## config.mk

```make
export PLATFORM = sky130hd
export DESIGN_NAME = ascon_ctrl_fsm
export DESIGN_NICKNAME = d
export VERILOG_FILES = /design/src/rtl/ascon_ctrl_fsm.sv
export SDC_FILE = /design/constraint.sdc
export NUM_CORES = 1
export LEC_CHECK = 0
export ABC_CLOCK_PERIOD_IN_PS = 1800
export BUFFER_PORTS_ARGS = -buffer_cell sky130_fd_sc_hd__buf_2
export CORE_MARGIN = 2
export CORE_UTILIZATION = 25
export DETAILED_ROUTE_END_ITERATION = 16
export PLACE_DENSITY = 0.52
export SYNTH_ARGS = -nofsm -noshare
export SYNTH_HDL_FRONTEND = slang
export SYNTH_SLANG_ARGS = --single-unit
```

## constraint.sdc

```tcl
create_clock -name clock_i -period 1.8 [get_ports clock_i]
set_clock_uncertainty 0.15 [all_clocks]
set_input_delay 0.18 -clock clock_i [delete_from_list [all_inputs] [get_ports clock_i]]
set_output_delay 0.18 -clock clock_i [all_outputs]
set_load 0.05 [all_outputs]
```

## src/rtl/ascon_ctrl_fsm.sv

```systemverilog
// ascon_ctrl_fsm: control FSM sequencing one ASCON-128 encryption on the permutation_xor datapath (optional ASCON_CTRL_CYCLE_CNT_EN adds cycle_count_o)
module ascon_ctrl_fsm #(
    parameter int NB_BLOCKS = 3
) (
    input  logic                           clock_i,
    input  logic                           reset_i,
    input  logic                           start_i,
    input  logic                           data_valid_i,
    output logic                           block_ack_o,
    output logic [$clog2(NB_BLOCKS+1)-1:0] block_idx_o,
    output logic [3:0]                     round_o,
    output logic                           input_select_o,
    output logic                           ena_xor_up_o,
    output logic                           ena_xor_down_o,
    output logic [1:0]                     xor_down_sel_o,
    output logic                           ena_reg_state_o,
    output logic                           ena_cipher_o,
    output logic                           ena_tag_o,
    output logic                           busy_o,
    output logic                           done_o
`ifdef ASCON_CTRL_CYCLE_CNT_EN
    ,
    output logic [15:0]                    cycle_count_o
`endif
);
    localparam int IW = $clog2(NB_BLOCKS + 1);

    typedef enum logic [3:0] {IDLE, INIT, WAIT_AD, AD, WAIT_PT, PT, WAIT_FIN, FINAL, DONE} state_t;

    state_t          st, st_n;
    logic [3:0]      rnd, rnd_n;
    logic [IW-1:0]   idx, idx_n;
    logic            in_rnd, last, pt_last;

    assign in_rnd  = st inside {INIT, AD, PT, FINAL};
    assign last    = in_rnd && rnd == 4'd11;
    assign pt_last = int'(idx) == NB_BLOCKS - 2;

    // state, round counter and block index registers
    always_ff @(posedge clock_i or posedge reset_i) begin
        if (reset_i) begin
            st  <= IDLE;
            rnd <= 4'd0;
            idx <= '0;
        end else begin
            st  <= st_n;
            rnd <= rnd_n;
            idx <= idx_n;
        end
    end

    // next state; the round counter reloads whenever a round state is entered
    always_comb begin
        st_n  = st;
        idx_n = idx;
        case (st)
            IDLE:     if (start_i) st_n = INIT;
            INIT:     if (last) st_n = WAIT_AD;
            WAIT_AD:  if (data_valid_i) st_n = AD;
            AD:       if (last) st_n = (NB_BLOCKS > 1) ? WAIT_PT : WAIT_FIN;
            WAIT_PT:  if (data_valid_i) st_n = PT;
            PT: if (last) begin
                idx_n = idx + 1'b1;
                st_n  = (int'(idx) + 1 == NB_BLOCKS - 1) ? WAIT_FIN : WAIT_PT;
            end
            WAIT_FIN: if (data_valid_i) st_n = FINAL;
            FINAL:    if (last) st_n = DONE;
            DONE: begin
                st_n  = IDLE;
                idx_n = '0;
            end
            default:  st_n = IDLE;
        endcase
        rnd_n = (in_rnd && st_n == st) ? rnd + 4'd1 : (st_n == AD || st_n == PT) ? 4'd6 : 4'd0;
    end

    // Moore output decode from registered state, round and block index
    always_comb begin
        block_idx_o     = idx;
        round_o         = in_rnd ? rnd : 4'd0;
        input_select_o  = st == INIT && rnd == 4'd0;
        ena_xor_up_o    = ((st == AD || st == PT) && rnd == 4'd6) || (st == FINAL && rnd == 4'd0);
        block_ack_o     = ena_xor_up_o;
        ena_cipher_o    = (st == PT && rnd == 4'd6) || (st == FINAL && rnd == 4'd0);
        ena_xor_down_o  = last && (st != PT || pt_last);
        xor_down_sel_o  = (st == AD && last) ? ((NB_BLOCKS == 1) ? 2'd3 : 2'd1) :
                          (st == PT && last && pt_last) ? 2'd2 : 2'd0;
        ena_tag_o       = st == FINAL && last;
        ena_reg_state_o = in_rnd;
        busy_o          = st != IDLE && st != DONE;
        done_o          = st == DONE;
    end

`ifdef ASCON_CTRL_CYCLE_CNT_EN
    // saturating busy-cycle counter, cleared when a start is accepted
    always_ff @(posedge clock_i or posedge reset_i) begin
        if (reset_i)
            cycle_count_o <= 16'd0;
        else if (st == IDLE && start_i)
            cycle_count_o <= 16'd0;
        else if (busy_o && cycle_count_o != 16'hFFFF)
            cycle_count_o <= cycle_count_o + 16'd1;
    end
`endif
endmodule

```

* After elaboration in Yosys (flattened, before gate mapping)
Cells that the tools add are included.
W data, S select, Z words.
** Cells by class
- Add/sub/neg operators :: 3
- Equality and inequality tests :: 18
- Muxes and demuxes :: 17
- Reduce and logical (&&, ||, !) cells :: 23
** Operator list (number)
- $mux W4 :: 10
- $pmux W4 S8 :: 1
- $eq A4 B3 Y1 const B :: 6
- $eq A4 B2 Y1 const B :: 3
- $logic_and A1 B1 Y1 :: 12
- $eq A4 B4 Y1 const B :: 2
- $logic_not A4 Y1 :: 2
- $mux W2 :: 4
- $reduce_bool A4 Y1 :: 2
- $logic_or A1 B1 Y1 :: 5
- $add A4 B1 Y4 const B :: 1
- $eq A4 B1 Y1 const B :: 1
- $eq A4 B4 Y1 :: 1
- $ne A4 B3 Y1 const B :: 1
- $ne A4 B4 Y1 const B :: 1
- $pmux W2 S2 :: 1
- $add A2 B1 Y3 const B :: 1
- $eq A3 B2 Y1 const B :: 1
- $mux W3 :: 1
- $add A2 B1 Y2 const B :: 1
- $eq A2 B2 Y1 const B :: 1
- $ne A2 B2 Y1 const B :: 1
- $reduce_and A2 Y1 :: 1
- $reduce_bool A2 Y1 :: 1
** Storage, ports and cells
- Register bits :: 10
- Input port bits :: 4
- Logic and storage cells :: 64

* Logic depth before layout (Yosys ltp)
- Word-level depth :: 9
- Depth in mapped cells :: 6

* Worst setup path after synthesis
OpenSTA, ideal clock, no wires.
- Kind :: flip-flop to output port
- Start point :: reg rnd[1]
- End point :: out ena_tag_o
- Data arrival time :: 2.081 ns
- Data required time :: 1.470 ns
- Setup slack :: -0.611 ns
- Cell stages (with the launch flop) :: 5
- Cells stage by stage :: dfrtp_1 -> ha_1 -> and4b_1 -> nand2_1 -> nor3b_1
** On the way
- Word-level cells in the longest chain between the ends :: 3
** RTL lines
- start, declared :: RTL line 31 : logic [3:0] rnd, rnd_n;
- start signal, assigned :: RTL line 47 : rnd <= rnd_n;
- $eq A4 B4 Y1 :: RTL line 36 : assign last = in_rnd && rnd == 4'd11;
- $logic_and A1 B1 Y1 :: RTL line 36
- $logic_and A1 B1 Y1 :: RTL line 88 : ena_tag_o = st == FINAL && last;
- end, declared :: RTL line 18 : output logic ena_tag_o,
No other way between the ends.

* Worst setup path after layout
- Start point :: reg rnd[1]
- End point :: out block_ack_o
** On the way
- Word-level cells in the longest chain between the ends :: 3
- Elaborated cells between the ends (all ways) :: 5
** RTL lines
- $eq A4 B3 Y1 / $logic_not A4 Y1 (equally long branches) :: RTL line 82 : ena_xor_up_o = ((st == AD || st == PT) && rnd == 4'd6) || (st == FINAL && rnd == 4'd0);
- $logic_and A1 B1 Y1 :: RTL line 82
- $logic_or A1 B1 Y1 * :: RTL line 82
- end, declared :: RTL line 9 : output logic block_ack_o,
Every way passes the cells marked *; elsewhere a longest branch is shown, timed or not.

==> impl_table.tex <==
\begin{tabular}{lr}
\hline
Metric & Value \\
\hline
\multicolumn{2}{l}{\textbf{Run status}} \\
Status & complete, but fails checks \\
Failing checks & setup timing \\
\multicolumn{2}{l}{\textbf{Logic synthesis}} \\
Cells taking the most area after synthesis & dfrtp\_1, ha\_1, buf\_6, and4b\_1, inv\_1 \\
Fraction of post-synthesis cell area in the top cell type by area & 0.3247 \\
Synthesized flop and latch total & 10 \\
Syn Nets & 95 \\
Yosys Warn Count & 0 \\
Distinct cells, synth & 32 \\
Average instance area after synthesis & 8.962 um2 \\
Cells after synthesis & 86 \\
Post-synthesis instance area & 770.7 um2 \\
Most area-hungry cell type in the Yosys netlist & dfrtp\_1 \\
Share of synthesized area occupied by flip-flops and latches & 0.3247 \\
\multicolumn{2}{l}{\textbf{Global route}} \\
Global route overflow & 0 \\
Number of antenna violations at the first check in global routing & 0 \\
Largest net degree at the start of global routing & 11 \\
Global routing usage summed across all routing layers & 0.1281 \\
Wire length of the first global-routing pass & 3346 um \\
Via count of the first global-routing pass & 743 \\
\multicolumn{2}{l}{\textbf{Final layout}} \\
ANT cells & 0 \\
Fraction of final layout cells with drive strength greater than 1 & 0.5625 \\
Final standard cell utilization of the core & 0.4158 \\
Number of standard cells in the layout, taps in and fillers out & 161 \\
Number of nets in the final layout & 138 \\
Synthesis-to-layout area growth & 62.01\% \\
\multicolumn{2}{l}{\textbf{Routing}} \\
Residual DRC count & 0 \\
Sum of routed wire length over all layers & 2075 um \\
Remaining antenna violation count & 0 \\
TritonRoute pass-1 iters & 3 \\
Via-to-Cell Ratio & 4.733 \\
Number of vias in the routed layout & 762 \\
WL/cell & 12.89 um \\
Iter 0 DRT Violations & 15 \\
\multicolumn{2}{l}{\textbf{Power}} \\
Power Dens Cells & 1670 nW/um2 \\
Leakage dissipation & 0.0005804 uW \\
Largest voltage drop on the vdd net & 715.8 uV \\
\multicolumn{2}{l}{\textbf{Clocking}} \\
CTS tree & yes \\
Number of CTS-inserted buffers & 3 \\
Post-CTS clock slew at the launch and capture registers of the worst setup and hold paths & 0.07 ns \\
Level count of the clock H-tree & 1 \\
Clock root buffer master & clkbuf\_4 \\
Clock Tree Buf Depth & 2 \\
Worst-skew pair later-pin latency & 0.27 ns \\
Total number of clock tree sinks & 10 \\
\multicolumn{2}{l}{\textbf{Worst setup path}} \\
Register-to-register setup slack & 0.13 ns \\
Nature of the critical path endpoint & output port \\
Arrival time reported for the critical path endpoint & 1.54 ns \\
Largest driver fanout on the critical path & 3 \\
Capture point of the worst path & block\_ack\_o \\
Worst Path Class, Setup & reg -> out \\
Beginning of the worst register-to-register path & st[0] \\
Endpoint of the lowest-slack register-to-register path & block\_idx\_o[1] \\
Nature of the critical path startpoint & flip-flop \\
Data required, critical path & 1.47 ns \\
R2r worst-path depth & 5 \\
Setup crit start & rnd[1] \\
\multicolumn{2}{l}{\textbf{Die}} \\
Y dimension of the die & 59.53 um \\
Die Span X & 59.53 um \\
Top-level port count & 21 \\
Total core area & 3003 um2 \\
Placement Rows & 20 \\
Area of the die & 3543 um2 \\
Initial cell density of the core & 0.2567 \\
\multicolumn{2}{l}{\textbf{Run}} \\
Number of maximum-capacitance constraint violations & 0 \\
\multicolumn{2}{l}{\textbf{STA}} \\
Final setup viols & 5 \\
Final period demand of the worst path & 1.868 ns \\
RSZ-0062 raised after global routing & yes \\
Upper clock frequency limit & 535.4 MHz \\
TNS Setup & -0.2140 ns \\
Worst slew margin relative to its limit & 0.7239 \\
Number of slew-limit violations in the final report & 0 \\
Worst-Margin Slew & 0.4137 ns \\
Worst path setup slack after routing & -0.06787 ns \\
Final Hold Violating Endpoints & 0 \\
Final worst-path cycle share & 1.038 \\
\multicolumn{2}{l}{\textbf{Min path}} \\
Path class of the lowest-slack min-delay path & in -> reg \\
\multicolumn{2}{l}{\textbf{Place}} \\
Sum of net half-perimeters after detailed placement & 1381 um \\
Routability cong. & 0.7276 \\
Placed cells & 142 \\
Number of buffers inserted by port buffering & 20 \\
\hline
\end{tabular}
[per-stage QoR]
| step | instance area (um2) | worst slack (ns) | power (uW) | hold slack, ns |
|---|---|---|---|---|
| final | 1249 | -0.06787 | 2085 | 0.006866 |
| after global routing | 1249 | -0.1490 | 2237 | 0.02767 |
| after CTS | 1159 | -0.08643 | 1900 | 0.003663 |
| after detailed placement | 968.4 | 0.02639 | 1538 | 0.05091 |
| after global placement | 968.4 | 0.05340 | 1522 | 0.04210 |
| after floorplan | 805.8 | -0.1092 | 1292 | -0.1299 |
[Yosys cell counts (all sizes together)]
master  count
and3        2
nor3b       2
o211ai      1
buf         4
nor2        8
ha          5
clkbuf      3
mux2i       2
o21ai       4
nor4b       1
or3         1
inv         8
a2111o      1
nand4b      2
nor3        3
a21oi       3
dfrtp      10
nand2       6
mux2        1
nand3b      2
a31oi       1
a311oi      1
nand2b      5
and2        3
or3b        1
and4b       3
o21a        1
nand3       2
[flip-flops by register name, indices dropped and copies added, names as in the netlist]
signal       flops
rnd              4
st               4
block_idx_o      2
[critical path, stage by stage (launching register included)]
cell and delay (ns):
dfrtp_1 0.41, buf_6 0.14, inv_4 0.04, ha_4 0.15, and4b_1 0.16, o21a_2 0.23, buf_8 0.15
[power by group]
group          internal (uW)  switching (uW)
Combinational            627             868
Sequential               313             109
Clock                   85.7            82.0
[layout make-up]
cell class | instances | area, um2
clock buffers | 4 | 26.28
fillers | 311 | 1754
inverters | 8 | 32.53
multi-input cells | 61 | 520.5
flip-flops and latches | 10 | 254.0
well taps | 33 | 41.29
repair buffers | 45 | 374.1
[layer usage]
layer,global-route usage,routed length [um],part of all wire
met1,0.1543,923,0.44
met2,0.2009,987,0.48
met3,0.05240,121,0.058
met4,0.05397,42,0.020
met5,0,0,0
[cell usage in the layout, fill, tap and decap left out, types with 2 or more instances in the layout]
master    instances
buf_2            11
ha_4              2
ha_1              2
buf_6             7
nand2b_1          3
inv_1             6
clkbuf_4          3
nor2_1            7
and2_2            2
dfrtp_2           3
nor3_4            2
buf_4            22
and4b_1           3
nand4b_1          2
nand3_1           2
a21oi_1           2
nand2_2           2
nand2_1           4
and3_1            2
nand3b_1          2
mux2i_1           2
o21ai_0           3
buf_8             3
dfrtp_1           7
[logic make-up (layout without fill, tap and decap cells)]
logic type	Yosys count	in the layout	synth area share
mux	3	3	0.04058
compound gates	12	12	0.09903
simple gates	41	41	0.3458
flops	10	10	0.3247
buf+inv	15	57	0.1088
fa+ha+maj	5	5	0.08117
[how the worst min path moves through the flow]
stage                  from        endpoint  slack (ns)  depth (start not counted)
floorplan           reset_i  block_idx_o[0]       -0.13                          1
global placement    reset_i  block_idx_o[0]        0.04                          2
detailed placement  reset_i  block_idx_o[0]        0.05                          2
CTS                 start_i           st[0]       0.004                          3
global route        start_i           st[0]        0.03                          3
finish              start_i           st[0]       0.007                          3
[timing repair]
| item | 4_1_cts | 5_1_grt |
|---|---|---|
| buffers inserted | 6 | 8 |
| resized for setup | 33 | 7 |
| endpoints found under the hold margin | 10 | 0 |
| setup endpoints to repair | 9 | 11 |
| pin swaps | 9 | 6 |
| hold buffers | 1 | 0 |
Note: power is estimated with default switching activity, not from simulation.
